**config.mk**
```make
export PLATFORM = sky130hd
export DESIGN_NAME = mlt3_rx_deser
export DESIGN_NICKNAME = d
export VERILOG_FILES = /design/src/rtl/mlt3_rx_deser.sv
export SDC_FILE = /design/constraint.sdc
export NUM_CORES = 1
export LEC_CHECK = 0
export CORE_MARGIN = 2
export CORE_UTILIZATION = 34
export CTS_BUF_LIST = sky130_fd_sc_hd__clkbuf_4 sky130_fd_sc_hd__clkbuf_8
export CTS_CLUSTER_DIAMETER = 100
export CTS_CLUSTER_SIZE = 12
export DETAILED_ROUTE_END_ITERATION = 8
export PLACE_DENSITY = 0.66
export SYNTH_ARGS = -nofsm -noshare
export SYNTH_HDL_FRONTEND = slang
export SYNTH_SLANG_ARGS = --single-unit
export TNS_END_PERCENT = 30
```
**constraint.sdc**
```tcl
create_clock -name clk -period 2.7 [get_ports clk]
set_input_delay 0.81 -clock clk [delete_from_list [all_inputs] [get_ports clk]]
set_output_delay 0.81 -clock clk [all_outputs]
set_load 0.02 [all_outputs]
```
**src/rtl/mlt3_rx_deser.sv**
```systemverilog
// MLT-3 receive deserializer: decodes line levels to bits, checks transition legality,
// hunts for a sync byte and delivers payload bytes MSB-first over valid/ready.
module mlt3_rx_deser #(
  parameter logic [7:0]  SYNC_WORD = 8'hA5,
  parameter int unsigned ERR_CNT_W = 8
) (
  input  logic                 clk,
  input  logic                 rst_n,
  input  logic [1:0]           line,
  input  logic                 sym_en,
  input  logic                 byte_ready,
  input  logic                 clr,
  output logic [7:0]           byte_data,
  output logic                 byte_valid,
  output logic                 locked,
  output logic                 sym_err,
  output logic                 overflow,
  output logic [ERR_CNT_W-1:0] err_cnt
);

  localparam int unsigned BYTE_W = 8;
  localparam int unsigned CNT_W  = 3;
  localparam logic [1:0]  LVL_ZERO = 2'b00;
  localparam logic [1:0]  LVL_NEG  = 2'b11;
  localparam logic [1:0]  LVL_BAD  = 2'b10;

  typedef enum logic {ST_HUNT, ST_LOCKED} state_e;

  state_e               state_q, state_d;
  logic [1:0]           prev_level_q, prev_level_d;
  logic [1:0]           last_nz_q, last_nz_d;
  logic [BYTE_W-1:0]    shift_q, shift_d;
  logic [CNT_W-1:0]     bit_cnt_q, bit_cnt_d;
  logic [BYTE_W-1:0]    byte_data_q, byte_data_d;
  logic                 byte_valid_q, byte_valid_d;
  logic                 sym_err_q, sym_err_d;
  logic                 overflow_q, overflow_d;
  logic [ERR_CNT_W-1:0] err_cnt_q, err_cnt_d;

  logic              illegal_c;
  logic              bit_c;
  logic              sym_good_c;
  logic              sym_bad_c;
  logic              byte_done_c;
  logic [BYTE_W-1:0] shift_nxt_c;

  // Transition legality and bit recovery from the current and previous level
  always_comb begin
    illegal_c = 1'b0;
    bit_c     = 1'b0;
    if (line == LVL_BAD) begin
      illegal_c = 1'b1;
    end else if (line == prev_level_q) begin
      bit_c = 1'b0;
    end else if (prev_level_q == LVL_ZERO) begin
      // leaving zero must alternate polarity against the last nonzero level
      if (line == last_nz_q) illegal_c = 1'b1;
      else                   bit_c     = 1'b1;
    end else if (line != LVL_ZERO) begin
      illegal_c = 1'b1;
    end else begin
      bit_c = 1'b1;
    end
  end

  assign sym_good_c  = sym_en & ~illegal_c;
  assign sym_bad_c   = sym_en & illegal_c;
  assign shift_nxt_c = {shift_q[BYTE_W-2:0], bit_c};

  // Next-state: line tracking, framing FSM, output handshake and status
  always_comb begin
    state_d      = state_q;
    prev_level_d = prev_level_q;
    last_nz_d    = last_nz_q;
    shift_d      = shift_q;
    bit_cnt_d    = bit_cnt_q;
    byte_data_d  = byte_data_q;
    byte_valid_d = byte_valid_q;
    overflow_d   = overflow_q;
    err_cnt_d    = err_cnt_q;
    sym_err_d    = sym_bad_c;
    byte_done_c  = 1'b0;

    if (sym_bad_c) begin
      prev_level_d = LVL_ZERO;
    end else if (sym_good_c) begin
      prev_level_d = line;
      if (line != LVL_ZERO) last_nz_d = line;
    end

    unique case (state_q)
      ST_HUNT: begin
        if (sym_good_c) begin
          shift_d = shift_nxt_c;
          if (shift_nxt_c == SYNC_WORD) begin
            state_d   = ST_LOCKED;
            bit_cnt_d = '0;
          end
        end
      end
      ST_LOCKED: begin
        if (sym_bad_c) begin
          state_d   = ST_HUNT;
          shift_d   = '0;
          bit_cnt_d = '0;
        end else if (sym_good_c) begin
          shift_d     = shift_nxt_c;
          bit_cnt_d   = bit_cnt_q + CNT_W'(1);
          byte_done_c = (bit_cnt_q == CNT_W'(BYTE_W - 1));
        end
      end
      default: state_d = ST_HUNT;
    endcase

    if (byte_valid_q && byte_ready) byte_valid_d = 1'b0;
    if (clr) begin
      overflow_d = 1'b0;
      err_cnt_d  = '0;
    end

    // a completed byte loads only if the output register is free this cycle
    if (byte_done_c) begin
      if (!byte_valid_q || byte_ready) begin
        byte_data_d  = shift_nxt_c;
        byte_valid_d = 1'b1;
      end else begin
        overflow_d = 1'b1;
      end
    end

    if (sym_bad_c) begin
      if (clr)                  err_cnt_d = ERR_CNT_W'(1);
      else if (err_cnt_q != '1) err_cnt_d = err_cnt_q + ERR_CNT_W'(1);
    end
  end

  always_ff @(posedge clk) begin
    if (!rst_n) begin
      state_q      <= ST_HUNT;
      prev_level_q <= LVL_ZERO;
      last_nz_q    <= LVL_NEG;
      shift_q      <= '0;
      bit_cnt_q    <= '0;
      byte_data_q  <= '0;
      byte_valid_q <= 1'b0;
      sym_err_q    <= 1'b0;
      overflow_q   <= 1'b0;
      err_cnt_q    <= '0;
    end else begin
      state_q      <= state_d;
      prev_level_q <= prev_level_d;
      last_nz_q    <= last_nz_d;
      shift_q      <= shift_d;
      bit_cnt_q    <= bit_cnt_d;
      byte_data_q  <= byte_data_d;
      byte_valid_q <= byte_valid_d;
      sym_err_q    <= sym_err_d;
      overflow_q   <= overflow_d;
      err_cnt_q    <= err_cnt_d;
    end
  end

  assign byte_data  = byte_data_q;
  assign byte_valid = byte_valid_q;
  assign locked     = (state_q == ST_LOCKED);
  assign sym_err    = sym_err_q;
  assign overflow   = overflow_q;
  assign err_cnt    = err_cnt_q;

endmodule
```
-- Yosys cells after proc, flatten, opt, wreduce, memory -nomap -nowiden
Index checks and enable logic that the tools add are counted.
- output and inout port bits: 20
- register bits after elaboration: 35
- add/subtract/negate cells: 2
- equal/unequal tests: 9
- mux-type cells: 35
- bitwise logic cells: 6
- reductions and logical operators: 9
- operators by type and width (operator ; number):
    2-to-1 mux 8 bit ; 6
    2-to-1 mux 1 bit ; 22
    case mux 8 bit (2 select lines) ; 1
    2-to-1 mux 3 bit ; 4
    adder 8 x 1 -> 8 bit (second input constant) ; 1
    == test 8 bit (second input constant) ; 1
    inequality test 8 bit (second input constant) ; 1
    case mux 3 bit (2 select lines) ; 1
    AND reduction 3 bit ; 2
    == test 2 bit ; 2
    inequality test 2 bit (second input constant) ; 2
    NOT 1 bit ; 4
    adder 3 x 1 -> 3 bit (second input constant) ; 1
    == test 3 bit (second input constant) ; 1
    inequality test 3 x 1 -> 1 bit (second input constant) ; 1
    AND 1 bit ; 2
    == test 2 bit (second input constant) ; 1
    logical NOT 2 bit ; 1
    case mux 1 bit (2 select lines) ; 1
    AND reduction 2 bit ; 1
    nonzero test 2 bit ; 1
    OR reduction 2 bit ; 1
    logical AND 1 bit ; 1
    logical NOT 1 bit ; 1
    logical OR 1 bit ; 1

-- Logic depth before layout (Yosys ltp)
- depth in word-level cells: 11
- gate-level depth with buffers: 7
- mapped depth without buffers: 6

-- Worst setup path before layout
Ideal clock, no wire load.
- kind: input to register
- from: input line[0]
- to: register err_cnt_q[7], in the netlist err_cnt[7]
- setup time: 0.070 ns
- stages on the path: 6
- slack: 0.539 ns
- arrival: 2.090 ns
- cells stage by stage: buf_6 nand2b_4 nor4b_4 nor4_1 or4_1 a21oi_1
- longest elaborated chain between the ends: 7
- elaborated cells between the ends (all ways): 11
- those cells by class: eq/ne (3); mux (6); bitwise (1); reduce/logical (1)
- RTL lines (element ; RTL line ; RTL):
    start: declaration ; 9 ; input logic [1:0] line,
    == test 2 bit or nonzero test 2 bit (tied branches) ; 57, 59 ;
    2-to-1 mux 1 bit (on tied branches) ; 57, 59 ;
    2-to-1 mux 1 bit ; 55 ; end else if (prev_level_q == LVL_ZERO) begin
    2-to-1 mux 1 bit ; 53 ; end else if (line == prev_level_q) begin
    2-to-1 mux 1 bit * ; 51 ; if (line == LVL_BAD) begin
    AND 1 bit * ; 67 ; assign sym_bad_c = sym_en & illegal_c;
    2-to-1 mux 8 bit * ; 131 ; if (sym_bad_c) begin
    end signal: assignment ; 159 ; err_cnt_q <= err_cnt_d;
    end: declaration ; 38 ; logic [ERR_CNT_W-1:0] err_cnt_q, err_cnt_d;
Mark *: on every way between the ends. The rest lies on a longest branch, timed or not.
A chain may end at the register's enable or synchronous reset.

-- Worst setup path after layout
- from: input line[1]
- to: register bit_cnt_q[0]
- longest elaborated chain between the ends: 9
- elaborated cells between the ends (all ways): 24
- those cells by class: eq/ne (7); mux (12); bitwise (3); reduce/logical (2)
- RTL lines (element ; RTL line ; RTL):
    parallel branches: the longest is 9 deep, another holds == test 8 bit ; n/a ;
    end signal: assignment ; 154 ; bit_cnt_q <= bit_cnt_d;
    end: declaration ; 33 ; logic [CNT_W-1:0] bit_cnt_q, bit_cnt_d;
Several ways; the timed one is not identified.

==> summary.txt <==
Run status
  • Run status: completed

Cells and area
  • Fin util: between 40% and 50%
  • FF+latch area: 681 µm²
  • Final Cell Area: 2160 µm²
  • Synth-to-Final Area Change: 34.5%
  • Fillers: 432
  • Antenna Cells: 0
  • Fraction of layout cells with a size suffix above 1: 14.4%
  • Area of the multi-input gates: 870 µm²
  • Number of nets in the layout: about 220

Floorplanning
  • I/O pin total: 27
  • Die H: 72.7 µm
  • Die Width: 72.7 µm
  • Core area: approximately 4400 µm²
  • Starting Density: 36.1%
  • Die Area: approximately 5300 µm²
  • # rows: 24

Timing
  • RSZ-0062 raised after global routing: false
  • Final period utilization: between 90% and 100%
  • Final setup violation count: 0
  • Final hold violations: 0
  • Slew @ Worst Pin: 0.409 ns
  • Relative slew slack: 72.5%
  • Max Transition Viols Final: 0
  • Setup Skew: 0.00644 ns
  • Tmin final: between 2 and 2.5 ns
  • Max Clk Rate: approximately 410 MHz

GRT
  • Grt ovf: 0
  • First-pass GRT wire length: 5.90 mm
  • Pin count of the biggest net entering global routing: 27
  • Initial antenna violation count: 0
  • Vias in the first global route: 1239
  • Total global-route track usage: 14.5%

Clock tree
  • CTS tree: done
  • Root buffer cell: clkbuf_8
  • CTS clk-pin slew, worst paths: 0.07 ns
  • Setup bufs post-CTS: 0
  • Skew-Pair Late Insertion Delay: 0.29 ns
  • TritonCTS Buffers: 5
  • Cts hold-fix bufs: 0
  • CTS sink cnt: 34
  • H-tree levels: 2
  • CTS resizes: 0
  • Clock buffer depth: 2

Yosys
  • Avg Inst Size Synth: 9.28 µm²
  • Number of synthesized register bits: 34
  • Post-synth top flop: dfxtp_1
  • EDFF count, synth: 0
  • Cell variety after synth: 45
  • Post-Syn Area: approximately 1600 µm²
  • Register area share after synthesis: 42.4%
  • Syn Nets: 183
  • Synth Instances: 173
  • Ys Warns: 0
  • Asr flop ratio synth: 0%

Setup path
  • Critical path class: in2reg
  • Cells along the critical path: clkdlybuf4s50_1 > nand4b_1 > o21ai_2 > o41a_1 > or4_1 > mux2i_1
  • Crit end category: flop
  • Flop2flop setup slack: 0.91 ns
  • Worst Path Arrival: 2.68 ns
  • Slowest cell on crit path: clkdlybuf4s50_1
  • Worst setup SP type: input pin
  • Worst r2r src: prev_level_q[0]
  • Worst Reg-to-Reg Cells: 5
  • CP Max Fanout: 7
  • WP data required: between 2 and 3 ns
  • Max incr delay on CP: about 0.54 ns
  • Worst flop-to-flop path endpoint: bit_cnt_q[0]

Route
  • ANT nets after route: 0
  • Vias: 1392
  • Routed vias/inst: 5.21
  • DR WL/cell: 13.0 µm
  • Final wirelength: 3.48 mm
  • Pre-Repair DR Iteration Count: 4
  • Starting DRT DRC Count: 68
  • DRC Markers: 0

Power
  • Pwr Total: between 1 and 1.5 mW
  • Max VDD drop: 0.000295 V
  • PwrDens: 562 nW/µm²
  • Lkg Pwr: between 0.7 and 0.8 nW

Min path
  • Min-delay src: byte_data[6]
  • Worst min-delay path endpoint: byte_data[6]
  • Worst hold path type: reg2reg
  • Hold Crit Depth: 2

Flow run
  • Number of max-cap violations: 0

Placed design
  • Placer Congestion: 0.767
  • Placed cell areas: 2020 µm²
  • Dpl hpwl: 2.56 mm
  • Port bufs: 26
-- per-layer routing --
| metal | global-route usage, % | up-vias | wire length, µm |
|---|---|---|---|
| met5 | 0 | - | 0 |
| met4 | 6.38 | 0 | 63 |
| met3 | 4.01 | 5 | 147 |
| met2 | 19.8 | 30 | 1490 |
| met1 | 21.1 | 647 | 1770 |
| li1 | - | 710 | - |
-- critical path: cells and delay by family --
| kind | cells | cell delay, ns |
|---|---|---|
| buf+inv | 1 | 0.54 |
| simple gates | 2 | 0.61 |
| mux | 1 | 0.13 |
| compound gates | 2 | 0.59 |
-- worst max path at each step --
stage / endpoint / depth (start not counted) / from
3_5_place_dp: bit_cnt_q[0] / 6 / line[1]
6_report: bit_cnt_q[0] / 6 / line[1]
5_1_grt: shift_q[6] / 7 / line[1]
4_1_cts: bit_cnt_q[0] / 6 / line[1]
3_3_place_gp: err_cnt[7] / 6 / line[0]
2_1_floorplan: err_cnt[7] / 6 / line[0]
-- report_power, final --
group / internal, mW / leakage, nW / switching (mW)
Clock: 0.394 / 0.0714 / 0.186
Combinational: 0.0552 / 0.449 / 0.0613
Sequential: 0.509 / 0.275 / 0.00845
-- cell usage after synthesis (all sizes together), types with 3 or more instances --
cell / instances / area share (%)
inv: 6 / 1.4
clkbuf: 3 / 0.70
a21oi: 10 / 3.4
nor4b: 3 / 2.6
ha: 3 / 2.3
nand2: 29 / 6.8
or3: 3 / 1.2
nand2b: 3 / 1.6
nand4: 5 / 1.9
dfxtp: 34 / 42
and3: 3 / 1.2
buf: 3 / 1.3
nor2: 12 / 2.8
o21ai: 9 / 3.3
mux2i: 17 / 11
-- area by class of cell --
class / count / area share, %
clock buffers: 6 / 3.83
clock inverters: 2 / 2.78
inverters: 6 / 1.04
multi-input cells: 127 / 40.3
flip-flops and latches: 34 / 31.5
well taps: 52 / 3.01
repair buffers: 40 / 17.5
-- layout by cell type (no fill, tap or decap), drive strengths merged --
master         instances
nand4b                 2
nor4b                  3
a41o                   1
inv                    6
buf                   14
dfxtp                 34
a211oi                 1
nand2                 29
bufinv                 2
nor3                   1
o41a                   1
a32o                   2
a221o                  2
ha                     3
nand3                  2
a311oi                 1
a32oi                  1
nor2                  12
and2                   2
and4                   1
and3                   3
mux2i                 17
o31ai                  1
clkbuf                 6
or4                    2
o21ai                  9
nand4bb                1
clkdlybuf4s50         26
nor4                   2
nor3b                  1
a2bb2oi                1
or3                    3
nand4                  5
nand2b                 3
o41ai                  1
nor2b                  2
a21oi                 10
a41oi                  1
o21a                   1
-- metrics by stage --
step	hold WS (ns)	setup WS [ns]	cells	setup TNS, ns
after global routing	0.496	0.134	267	0
after CTS	0.466	0.259	267	0
after floorplan	0.442	0.539	173	0
final	0.461	0.239	267	0
after detailed placement	0.457	-0.0310	259	-0.0576
after global placement	0.447	0.00747	259	0
-- cell families (layout without fill, tap and decap cells) --
kind of cell	after synthesis	count (layout)	synth area share, %
and+or+nand+nor	74	74	26.1
DFF	34	34	42.4
AOI/OAI and AO/OA	33	33	15.1
muxes	17	17	10.6
buffers and inverters	12	54	3.43
adders and majority gates	3	3	2.34
-- sequential cells by signal, indices dropped and copies added (netlist names) --
signal,count
overflow,1
sym_err,1
byte_valid,1
err_cnt,8
bit_cnt_q,3
shift_q,7
prev_level_q,2
byte_data,8
locked,1
last_nz_q,2
Power figures use the tool's default switching activity.
